[src/rtl/fetch_pkg.sv]
// Shared definitions for the instruction fetch unit: widths, reset vector, state encoding.
package fetch_pkg;

  localparam int unsigned XLEN = 16;

  localparam logic [XLEN-1:0] RESET_VECTOR_DEFAULT = 16'h0000;

  typedef enum logic [0:0] {
    StFetch   = 1'b0,
    StWaitDec = 1'b1
  } fetch_state_e;

  // Instructions are halfword aligned; the low address bit is always forced to zero.
  function automatic logic [XLEN-1:0] align_pc(input logic [XLEN-1:0] addr);
    return addr & ~XLEN'(1);
  endfunction

endpackage

[src/rtl/pcalu.sv]
// Sequential PC adder: next instruction address, 16-bit modulo (wraps silently).
module pcalu
  import fetch_pkg::*;
(
  input  logic [XLEN-1:0] PCIN,
  output logic [XLEN-1:0] PCOUT
);

  assign PCOUT = PCIN + XLEN'(2);

endmodule

[src/rtl/fetch_unit.sv]
// Instruction fetch unit: one request to instruction memory at a time, single-entry
// instruction register handed to decode with a valid/ready handshake, redirect on branches.
module fetch_unit
  import fetch_pkg::*;
#(
  parameter logic [XLEN-1:0] RESET_VECTOR = RESET_VECTOR_DEFAULT
) (
  input  logic            CLK,
  input  logic            RST_N,
  output logic            IMEM_REQ,
  output logic [XLEN-1:0] IMEM_ADDR,
  input  logic            IMEM_ACK,
  input  logic [XLEN-1:0] IMEM_DATA,
  input  logic            REDIRECT,
  input  logic [XLEN-1:0] REDIRECT_PC,
  output logic            IR_VALID,
  input  logic            IR_READY,
  output logic [XLEN-1:0] IR_OUT,
  output logic [XLEN-1:0] IR_PC
);

  fetch_state_e    state_q, state_d;
  logic [XLEN-1:0] pc_q, pc_d;
  logic [XLEN-1:0] ir_q, ir_d;
  logic [XLEN-1:0] ir_pc_q, ir_pc_d;
  logic            ir_valid_q, ir_valid_d;
  // Request is registered so it stays low through reset without a path from RST_N.
  logic            req_q, req_d;
  logic [XLEN-1:0] pc_seq;

  pcalu u_pcalu (
    .PCIN  (pc_q),
    .PCOUT (pc_seq)
  );

  // Next-state logic: redirect beats everything; otherwise fetch/handshake progression.
  always_comb begin
    state_d    = state_q;
    pc_d       = pc_q;
    ir_d       = ir_q;
    ir_pc_d    = ir_pc_q;
    ir_valid_d = ir_valid_q;

    if (REDIRECT) begin
      // Any data acknowledged this cycle belongs to the wrong path and is dropped.
      pc_d       = align_pc(REDIRECT_PC);
      ir_valid_d = 1'b0;
      state_d    = StFetch;
    end else begin
      unique case (state_q)
        StFetch: begin
          if (req_q && IMEM_ACK) begin
            ir_d       = IMEM_DATA;
            ir_pc_d    = pc_q;
            ir_valid_d = 1'b1;
            pc_d       = pc_seq;
            state_d    = StWaitDec;
          end
        end
        StWaitDec: begin
          if (ir_valid_q && IR_READY) begin
            ir_valid_d = 1'b0;
            state_d    = StFetch;
          end
        end
        default: begin
          state_d = StFetch;
        end
      endcase
    end

    req_d = (state_d == StFetch);
  end

  // State registers with synchronous active-low reset.
  always_ff @(posedge CLK) begin
    if (!RST_N) begin
      state_q    <= StFetch;
      pc_q       <= RESET_VECTOR;
      ir_q       <= '0;
      ir_pc_q    <= '0;
      ir_valid_q <= 1'b0;
      req_q      <= 1'b0;
    end else begin
      state_q    <= state_d;
      pc_q       <= pc_d;
      ir_q       <= ir_d;
      ir_pc_q    <= ir_pc_d;
      ir_valid_q <= ir_valid_d;
      req_q      <= req_d;
    end
  end

  assign IMEM_REQ  = req_q;
  assign IMEM_ADDR = pc_q;
  assign IR_VALID  = ir_valid_q;
  assign IR_OUT    = ir_q;
  assign IR_PC     = ir_pc_q;

endmodule

[config.mk]
export PLATFORM = sky130hd
export DESIGN_NAME = fetch_unit
export DESIGN_NICKNAME = d
export VERILOG_FILES = /design/src/rtl/fetch_pkg.sv /design/src/rtl/pcalu.sv /design/src/rtl/fetch_unit.sv
export SDC_FILE = /design/constraint.sdc
export NUM_CORES = 1
export LEC_CHECK = 0
export CORE_MARGIN = 2
export CORE_UTILIZATION = 45
export DETAILED_ROUTE_END_ITERATION = 10
export MAX_ROUTING_LAYER = met4
export PLACE_DENSITY_LB_ADDON = 0.15
export SETUP_SLACK_MARGIN = 0.5
export SYNTH_ARGS = -nofsm -noshare
export SYNTH_HDL_FRONTEND = slang
export SYNTH_SLANG_ARGS = --single-unit
[constraint.sdc]
create_clock -name CLK -period 2.9 [get_ports CLK]
set_clock_uncertainty 0.1 [all_clocks]
set_input_delay 0.435 -clock CLK [delete_from_list [all_inputs] [get_ports CLK]]
set_output_delay 0.435 -clock CLK [all_outputs]
set_load 0.1 [all_outputs]
==> out/qor.json, run 1 <==
{
  "drive_gt1_frac": {"value": 0.225},
  "final.period_utilization": {"value": 0.701},
  "synth_warn": {"value": 0},
  "regArea": {"value": 988, "unit": "um^2"},
  "antenna_violating_nets_post_route": {"value": 0},
  "cap_viol_max_count": {"value": 0},
  "finalCoreUtilization": {"value": 0.665},
  "final_cell_count_no_fill": {"value": 381},
  "post_drt_wl_per_cell": {"value": 12.8, "unit": "um"},
  "mux_contribution_to_synthesized_area": {"value": 0},
  "cts_made_buffers": {"value": 5},
  "synthesis.area": {"value": 0.00208, "unit": "mm^2"},
  "route.detailed.drc": {"value": 0},
  "ctsHtreeMaxLevel": {"value": 2},
  "slack_of_the_worst_reg_to_reg_path": {"value": 0.97, "unit": "ns"},
  "hpwlAfterDp": {"value": 3480, "unit": "um"},
  "first_pass_grt_wire_length": {"value": 8210, "unit": "um"},
  "startpoint_of_the_most_critical_register_to_register_path": {"value": "IMEM_ADDR[1]"},
  "synth.lib_cells_used.distinct": {"value": 36},
  "synthesis.instances": {"value": 249},
  "synth.cells.most_frequent": {"value": "sky130_fd_sc_hd__nand2_1 (71), sky130_fd_sc_hd__dfxtp_1 (49), sky130_fd_sc_hd__a21boi_0 (29), sky130_fd_sc_hd__clkbuf_1 (13), sky130_fd_sc_hd__o21ai_0 (11)"},
  "synth_top_family_by_area": {"value": "simple AND/OR/NAND/NOR gates"},
  "synth_top_area_share": {"value": 0.473},
  "gr-usage-all-layers": {"value": 0.206},
  "report.final.setup_viol": {"value": 0},
  "r2r-end": {"value": "IMEM_ADDR[13]"},
  "design.core.area": {"value": 0.00438, "unit": "mm^2"},
  "dp.cells": {"value": 373},
  "antenna_cells": {"value": 0},
  "leakagePower": {"value": 1.13, "unit": "nW"},
  "chipWidth": {"value": 71.9, "unit": "um"},
  "cts-root-buf": {"value": "sky130_fd_sc_hd__clkbuf_8"},
  "finalMaxSlewViolations": {"value": 0},
  "timing.critical_path.arrival": {"value": 2.12, "unit": "ns"},
  "synth-adder-area-share": {"value": 0.00603},
  "dr.first_iter.drc_count": {"value": 117},
  "placed_area": {"value": 0.00283, "unit": "mm^2"},
  "die_h": {"value": 71.9, "unit": "um"},
  "boundaryPins": {"value": 87},
  "hold_start": {"value": "IR_PC[11]"},
  "number_of_global_route_vias_before_repair": {"value": 1787},
  "route.final.wire_length": {"value": 4890, "unit": "um"},
  "place.gp.congestion": {"value": 0.758},
  "initial_core_util": {"value": 0.473},
  "min_delay_path_depth": {"value": 2},
  "antenna_found_initial": {"value": 0},
  "ir_worst_vdd": {"value": 0.000271, "unit": "V"},
  "cts.repair.resized": {"value": 0},
  "clkSlewWorstSetupHoldPaths": {"value": 0.09, "unit": "ns"},
  "synth_top_cells_by_area": {"value": "sky130_fd_sc_hd__dfxtp_1 (47%), sky130_fd_sc_hd__nand2_1 (13%), sky130_fd_sc_hd__a21boi_0 (10%)"},
  "synth_simple_gate_area_frac": {"value": 0.223},
  "synth-edff-count": {"value": 0},
  "vias": {"value": 1901},
  "worst_ep_required_time": {"value": 2.99, "unit": "ns"},
  "period_minus_slack": {"value": 2.03, "unit": "ns"},
  "timing.hold.worst.class": {"value": "reg2reg"},
  "number_of_synthesized_register_bits": {"value": 49},
  "dominantRegCellSynth": {"value": "sky130_fd_sc_hd__dfxtp_1"},
  "holdPathEnd": {"value": "IR_PC[11]"},
  "detail_route.first_pass.iterations": {"value": 7},
  "synth_seq_area_share": {"value": 0.473},
  "cts_tree": {"value": "done"},
  "clock.fmax": {"value": 492, "unit": "MHz"},
  "critical_path_class": {"value": "in2reg"},
  "synth.most_common_cell": {"value": "sky130_fd_sc_hd__nand2_1"},
  "syn_to_final_growth": {"value": 40.4, "unit": "%"},
  "critical_path.max_fanout": {"value": 5},
  "netlist.top_cell.by_area": {"value": "sky130_fd_sc_hd__dfxtp_1"},
  "hold_viol_final": {"value": 0},
  "worstSetupStartpointType": {"value": "input pin"},
  "postCtsSetupRepairBufs": {"value": 0},
  "ys_async_sr_fraction": {"value": 0},
  "cts-hold-fix-buffers": {"value": 0},
  "clock-sinks": {"value": 49},
  "synth-compound-area-share": {"value": 0.204},
  "overflow": {"value": 0},
  "synth_area_per_cell": {"value": 8.34, "unit": "um^2"},
  "clkLatencyLatePin": {"value": 0.30, "unit": "ns"},
  "multi_input_gate_area_in_the_final_layout": {"value": 0.00100, "unit": "mm^2"},
  "core.rowCount": {"value": 24},
  "design.final.nets": {"value": 366},
  "cp-startpoint": {"value": "IMEM_ACK"},
  "post_drt_via_cell_ratio": {"value": 4.99},
  "fillers": {"value": 412},
  "powerDensity": {"value": 520, "unit": "mW/mm^2"},
  "rsz0062_at_grt": {"value": "no"},
  "maximum_number_of_pins_on_one_net_before_global_route_repair": {"value": 49},
  "rr_worst_depth": {"value": 5},
  "endpoint_kind": {"value": "flop"},
  "yosys.area_share.xor_xnor": {"value": 0.0464},
  "final_cell_area_excluding_filler_cells": {"value": 0.00292, "unit": "mm^2"},
  "buffer_ports.inserted": {"value": 83},
  "dieArea": {"value": 0.00517, "unit": "mm^2"},
  "cts_max_path_buffers": {"value": 2},
  "fin_worst_hold_slack": {"value": 0.363, "unit": "ns"},
  "totalNegativeSetupSlack": {"value": 0, "unit": "ns"},
  "run_status": {"value": "complete, no violations"}
}
[worst max-delay path: stages]
cell,delay (ns)
sky130_fd_sc_hd__clkdlybuf4s50_1,0.47
sky130_fd_sc_hd__nand3b_1,0.20
sky130_fd_sc_hd__or4_4,0.57
sky130_fd_sc_hd__o21a_1,0.18
sky130_fd_sc_hd__o311a_1,0.28
[layer usage]
metal,part of all wire,vias up,global-route usage,wire [um]
met5,0,-,-,0
met1,0.46,845,0.265,2230
met4,0.0096,0,0.0503,47
met3,0.065,5,0.0486,316
li1,-,995,-,-
met2,0.47,56,0.329,2300
[logic make-up after synthesis]
kind of cell | count (synthesis)
and+or+nand+nor | 103
AOI/OAI and AO/OA | 62
buffers and inverters | 22
xor gates and xnor gates | 11
other | 1
DFF | 49
adders and majority gates | 1
[report_power, final]
part	internal [W]	switching (W)	leakage (nW)
clock	0.000167	0.000222	0.0439
combinational	0.000113	0.000279	0.680
sequential	0.000702	0.0000324	0.402
total	0.000982	0.000534	1.13
[worst max path at each step]
stage,endpoint,slack [ns],cells past startpoint
floorplan,IMEM_ADDR[15],0.50,4
global placement,IMEM_ADDR[15],0.56,5
detailed placement,IMEM_ADDR[15],0.55,5
CTS,IMEM_ADDR[15],0.87,5
global route,IMEM_ADDR[8],0.74,6
finish,IMEM_ADDR[15],0.87,5
[state kept, by name, summed over array words and instances, names as in the netlist]
signal and count:
IMEM_ADDR 15, state_q 1, IR_VALID 1, IMEM_REQ 1, IR_OUT 16, IR_PC 15
[final cells by class]
type | instances | share of cell area
clock buffers | 5 | 0.0236
clock inverters | 3 | 0.00601
inverters | 4 | 0.00515
multi-input cells | 179 | 0.345
flip-flops and latches | 49 | 0.339
well taps | 52 | 0.0223
repair buffers | 89 | 0.259
[cells in the final DEF (no fill, tap or decap), types with 2 or more instances in the layout]
cell type and instances:
sky130_fd_sc_hd__nand2_1 71, sky130_fd_sc_hd__buf_4 54, sky130_fd_sc_hd__dfxtp_1 43, sky130_fd_sc_hd__clkdlybuf4s50_1 35
sky130_fd_sc_hd__a21boi_0 29, sky130_fd_sc_hd__o21ai_0 11, sky130_fd_sc_hd__xnor2_1 10, sky130_fd_sc_hd__a21oi_1 10
sky130_fd_sc_hd__dfxtp_2 6, sky130_fd_sc_hd__nor2_1 5, sky130_fd_sc_hd__clkbuf_8 5, sky130_fd_sc_hd__nor4_1 4
sky130_fd_sc_hd__nand4_1 4, sky130_fd_sc_hd__nor3_1 4, sky130_fd_sc_hd__nand3_1 3, sky130_fd_sc_hd__inv_1 3
sky130_fd_sc_hd__o211a_1 3, sky130_fd_sc_hd__nand3_2 2, sky130_fd_sc_hd__nand2b_1 2, sky130_fd_sc_hd__a21boi_1 2
sky130_fd_sc_hd__o21a_1 2, sky130_fd_sc_hd__conb_1 2, sky130_fd_sc_hd__clkinv_2 2
[stage by stage]
step / setup WS (ns) / power (W)
floorplan: 0.501 / 0.00103
global placement: 0.557 / 0.00114
detailed placement: 0.549 / 0.00114
CTS: 0.866 / 0.00153
global route: 0.745 / 0.00158
finish: 0.867 / 0.00152
Power figures use the tool's default switching activity.
==> inputs of run 2 (changes only) <==
--- a/config.mk
+++ b/config.mk
@@ -6,7 +6,7 @@
 export NUM_CORES = 1
 export LEC_CHECK = 0
 export CORE_MARGIN = 2
-export CORE_UTILIZATION = 45
+export CORE_UTILIZATION = 38
 export DETAILED_ROUTE_END_ITERATION = 10
 export MAX_ROUTING_LAYER = met4
 export PLACE_DENSITY_LB_ADDON = 0.15
==> constraint.sdc (replaced) <==
create_clock -name CLK -period 1.72 [get_ports CLK]
set_clock_uncertainty 0.1 [all_clocks]
set_input_delay 0.258 -clock CLK [delete_from_list [all_inputs] [get_ports CLK]]
set_output_delay 0.258 -clock CLK [all_outputs]
set_load 0.1 [all_outputs]
==> run 2 against run 1 <==
  * Critical path depth fell by 1
  * Highest routed layer unchanged
  * Total power up 89%
  * Clock power is 69% higher
  * Global-route usage grew 1.8 points
  * Flip-flop and latch count unchanged
  * Worst hold slack gained 0.013 ns
  * Largest power group unchanged
  * Critical endpoint unchanged
==> out/qor.json, run 2 (synthesis gave the netlist of run 1 again) <==
{
  "antenna_cells": {"value": 0},
  "crit_path_cell_trace": {"value": "nand3b_1, or4_4, o21a_1, o311a_1"},
  "report.final.setup_viol": {"value": 0},
  "route.detailed.drc": {"value": 0},
  "core.rowCount": {"value": 26},
  "antenna_found_initial": {"value": 0},
  "rr_worst_depth": {"value": 4},
  "timing.critical_path.arrival": {"value": 1.79, "unit": "ns"},
  "syn_to_final_growth": {"value": 102, "unit": "%"},
  "design.core.area": {"value": 0.00520, "unit": "mm^2"},
  "cts_made_buffers": {"value": 5},
  "timing.hold.worst.class": {"value": "reg2reg"},
  "slack_of_the_worst_reg_to_reg_path": {"value": 0.02, "unit": "ns"},
  "ctsHtreeMaxLevel": {"value": 2},
  "clkLatencyLatePin": {"value": 0.30, "unit": "ns"},
  "dr.first_iter.drc_count": {"value": 99},
  "cpLargestDelayFamily": {"value": "simple AND/OR/NAND/NOR gates"},
  "number_of_global_route_vias_before_repair": {"value": 2100},
  "min_delay_path_depth": {"value": 2},
  "hold_start": {"value": "IR_OUT[3]"},
  "maximum_number_of_pins_on_one_net_before_global_route_repair": {"value": 34},
  "chipWidth": {"value": 77.9, "unit": "um"},
  "period_minus_slack": {"value": 1.70, "unit": "ns"},
  "mostFrequentLayoutCell": {"value": "sky130_fd_sc_hd__nand2_1"},
  "rsz0062_at_grt": {"value": "yes"},
  "gr-usage-all-layers": {"value": 0.224},
  "critical_path.max_fanout": {"value": 2},
  "dieArea": {"value": 0.00607, "unit": "mm^2"},
  "worst_ep_required_time": {"value": 1.81, "unit": "ns"},
  "hold_viol_final": {"value": 0},
  "r2r-end": {"value": "IMEM_ADDR[15]"},
  "vias": {"value": 2214},
  "hpwlAfterDp": {"value": 4160, "unit": "um"},
  "worstPathBufferInverterCount": {"value": 0},
  "cts_tree": {"value": "done"},
  "dp.cells": {"value": 406},
  "endpoint_kind": {"value": "flop"},
  "cts_max_path_buffers": {"value": 2},
  "detail_route.first_pass.iterations": {"value": 4},
  "ir_worst_vdd": {"value": 0.000490, "unit": "V"},
  "cap_viol_max_count": {"value": 0},
  "number_of_flip_flops_in_the_largest_register": {"value": 16},
  "route.final.wire_length": {"value": 6700, "unit": "um"},
  "fillers": {"value": 311},
  "run_status": {"value": "complete, no violations"},
  "holdPathEnd": {"value": "IR_OUT[3]"},
  "critical_path_class": {"value": "reg2reg"},
  "overflow": {"value": 0},
  "buffer_ports.inserted": {"value": 83},
  "critPathMaxStageDelay": {"value": 0.53, "unit": "ns"},
  "cts-root-buf": {"value": "sky130_fd_sc_hd__clkbuf_8"},
  "final.period_utilization": {"value": 0.988},
  "worstSetupStartpointType": {"value": "flop"},
  "clock.fmax": {"value": 589, "unit": "MHz"},
  "slowest_library_cell_on_the_worst_path": {"value": "sky130_fd_sc_hd__or4_4"},
  "antenna_violating_nets_post_route": {"value": 0},
  "post_drt_via_cell_ratio": {"value": 5.09},
  "initial_core_util": {"value": 0.399},
  "cts-hold-fix-buffers": {"value": 0},
  "leakagePower": {"value": 1.63, "unit": "nW"},
  "startpoint_of_the_most_critical_register_to_register_path": {"value": "state_q"},
  "powerDensity": {"value": 681, "unit": "mW/mm^2"},
  "place.gp.congestion": {"value": 0.797},
  "boundaryPins": {"value": 87},
  "first_pass_grt_wire_length": {"value": 10400, "unit": "um"},
  "die_h": {"value": 77.9, "unit": "um"},
  "total_power": {"value": 0.00286, "unit": "W"},
  "drive_gt1_frac": {"value": 0.458},
  "finalMaxSlewViolations": {"value": 0},
  "design.final.nets": {"value": 402},
  "post_drt_wl_per_cell": {"value": 15.4, "unit": "um"},
  "clock-sinks": {"value": 49},
  "final_cell_count_no_fill": {"value": 435},
  "layout.cells.most_common_list": {"value": "sky130_fd_sc_hd__nand2_1 (69), sky130_fd_sc_hd__buf_12 (51), sky130_fd_sc_hd__clkdlybuf4s50_1 (34)"},
  "clkSlewWorstSetupHoldPaths": {"value": 0.09, "unit": "ns"}
}
run 2: worst min-delay path, stage by stage (launching register included):
cell and delay (ns):
sky130_fd_sc_hd__dfxtp_2 0.34, sky130_fd_sc_hd__nand2_1 0.05, sky130_fd_sc_hd__a21boi_1 0.05
run 2: final cells by class:
type / count / area (um^2) / share of cell area
clock buffer: 7 / 76.3 / 0.0182
inverter: 4 / 16.3 / 0.00387
tap: 70 / 87.6 / 0.0209
timing repair buffer: 125 / 1760 / 0.419
sequential: 49 / 1070 / 0.256
multi-input combinational: 179 / 1180 / 0.281
clock inverter: 1 / 5.00 / 0.00119
run 2: worst max path at each step:
stage                  from            end  slack [ns]  depth (start not counted)
2_1_floorplan  IMEM_ADDR[2]  IMEM_ADDR[15]       -0.27                          5
3_3_place_gp       IMEM_ACK  IMEM_ADDR[15]       -0.29                          5
3_5_place_dp       IMEM_ACK  IMEM_ADDR[15]       -0.31                          5
4_1_cts             state_q  IMEM_ADDR[15]        0.03                          4
5_1_grt        IMEM_ADDR[1]  IMEM_ADDR[15]       -0.01                          5
6_report            state_q  IMEM_ADDR[15]        0.02                          4
run 2: per-layer routing:
layer  vias to the layer above  share of wire  GRT usage
met2                        96           0.50      0.385
met3                        23          0.056     0.0442
li1                       1072              -          -
met1                      1023           0.41      0.264
met5                         -              0          -
met4                         0          0.029     0.0684
run 2: what timing repair did:
item                                    CTS  global route
pin swaps                                16            11
endpoints found under the setup margin   64            78
gates resized for setup                  33            11
gates cloned                              2             0
setup buffers                            12             7
run 2: report_power, final:
part           switching, W  internal, W  total (W)
logic              0.000552     0.000404   0.000957
registers         0.0000643      0.00118    0.00125
clock network      0.000370     0.000286   0.000657
total              0.000987      0.00187    0.00286
run 2: metrics by stage:
stage | area [um^2] | utilization | TNS (ns) | setup WS, ns | hold slack [ns]
3_5_place_dp | 3750 | 0.721 | -5.28 | -0.308 | 0.364
6_report | 4200 | 0.807 | 0 | 0.0209 | 0.376
4_1_cts | 4100 | 0.788 | 0 | 0.0336 | 0.377
5_1_grt | 4200 | 0.807 | -0.00952 | -0.00952 | 0.389
2_1_floorplan | 2330 | - | -0.301 | -0.267 | 0.268
3_3_place_gp | 3750 | 0.721 | -3.94 | -0.290 | 0.361
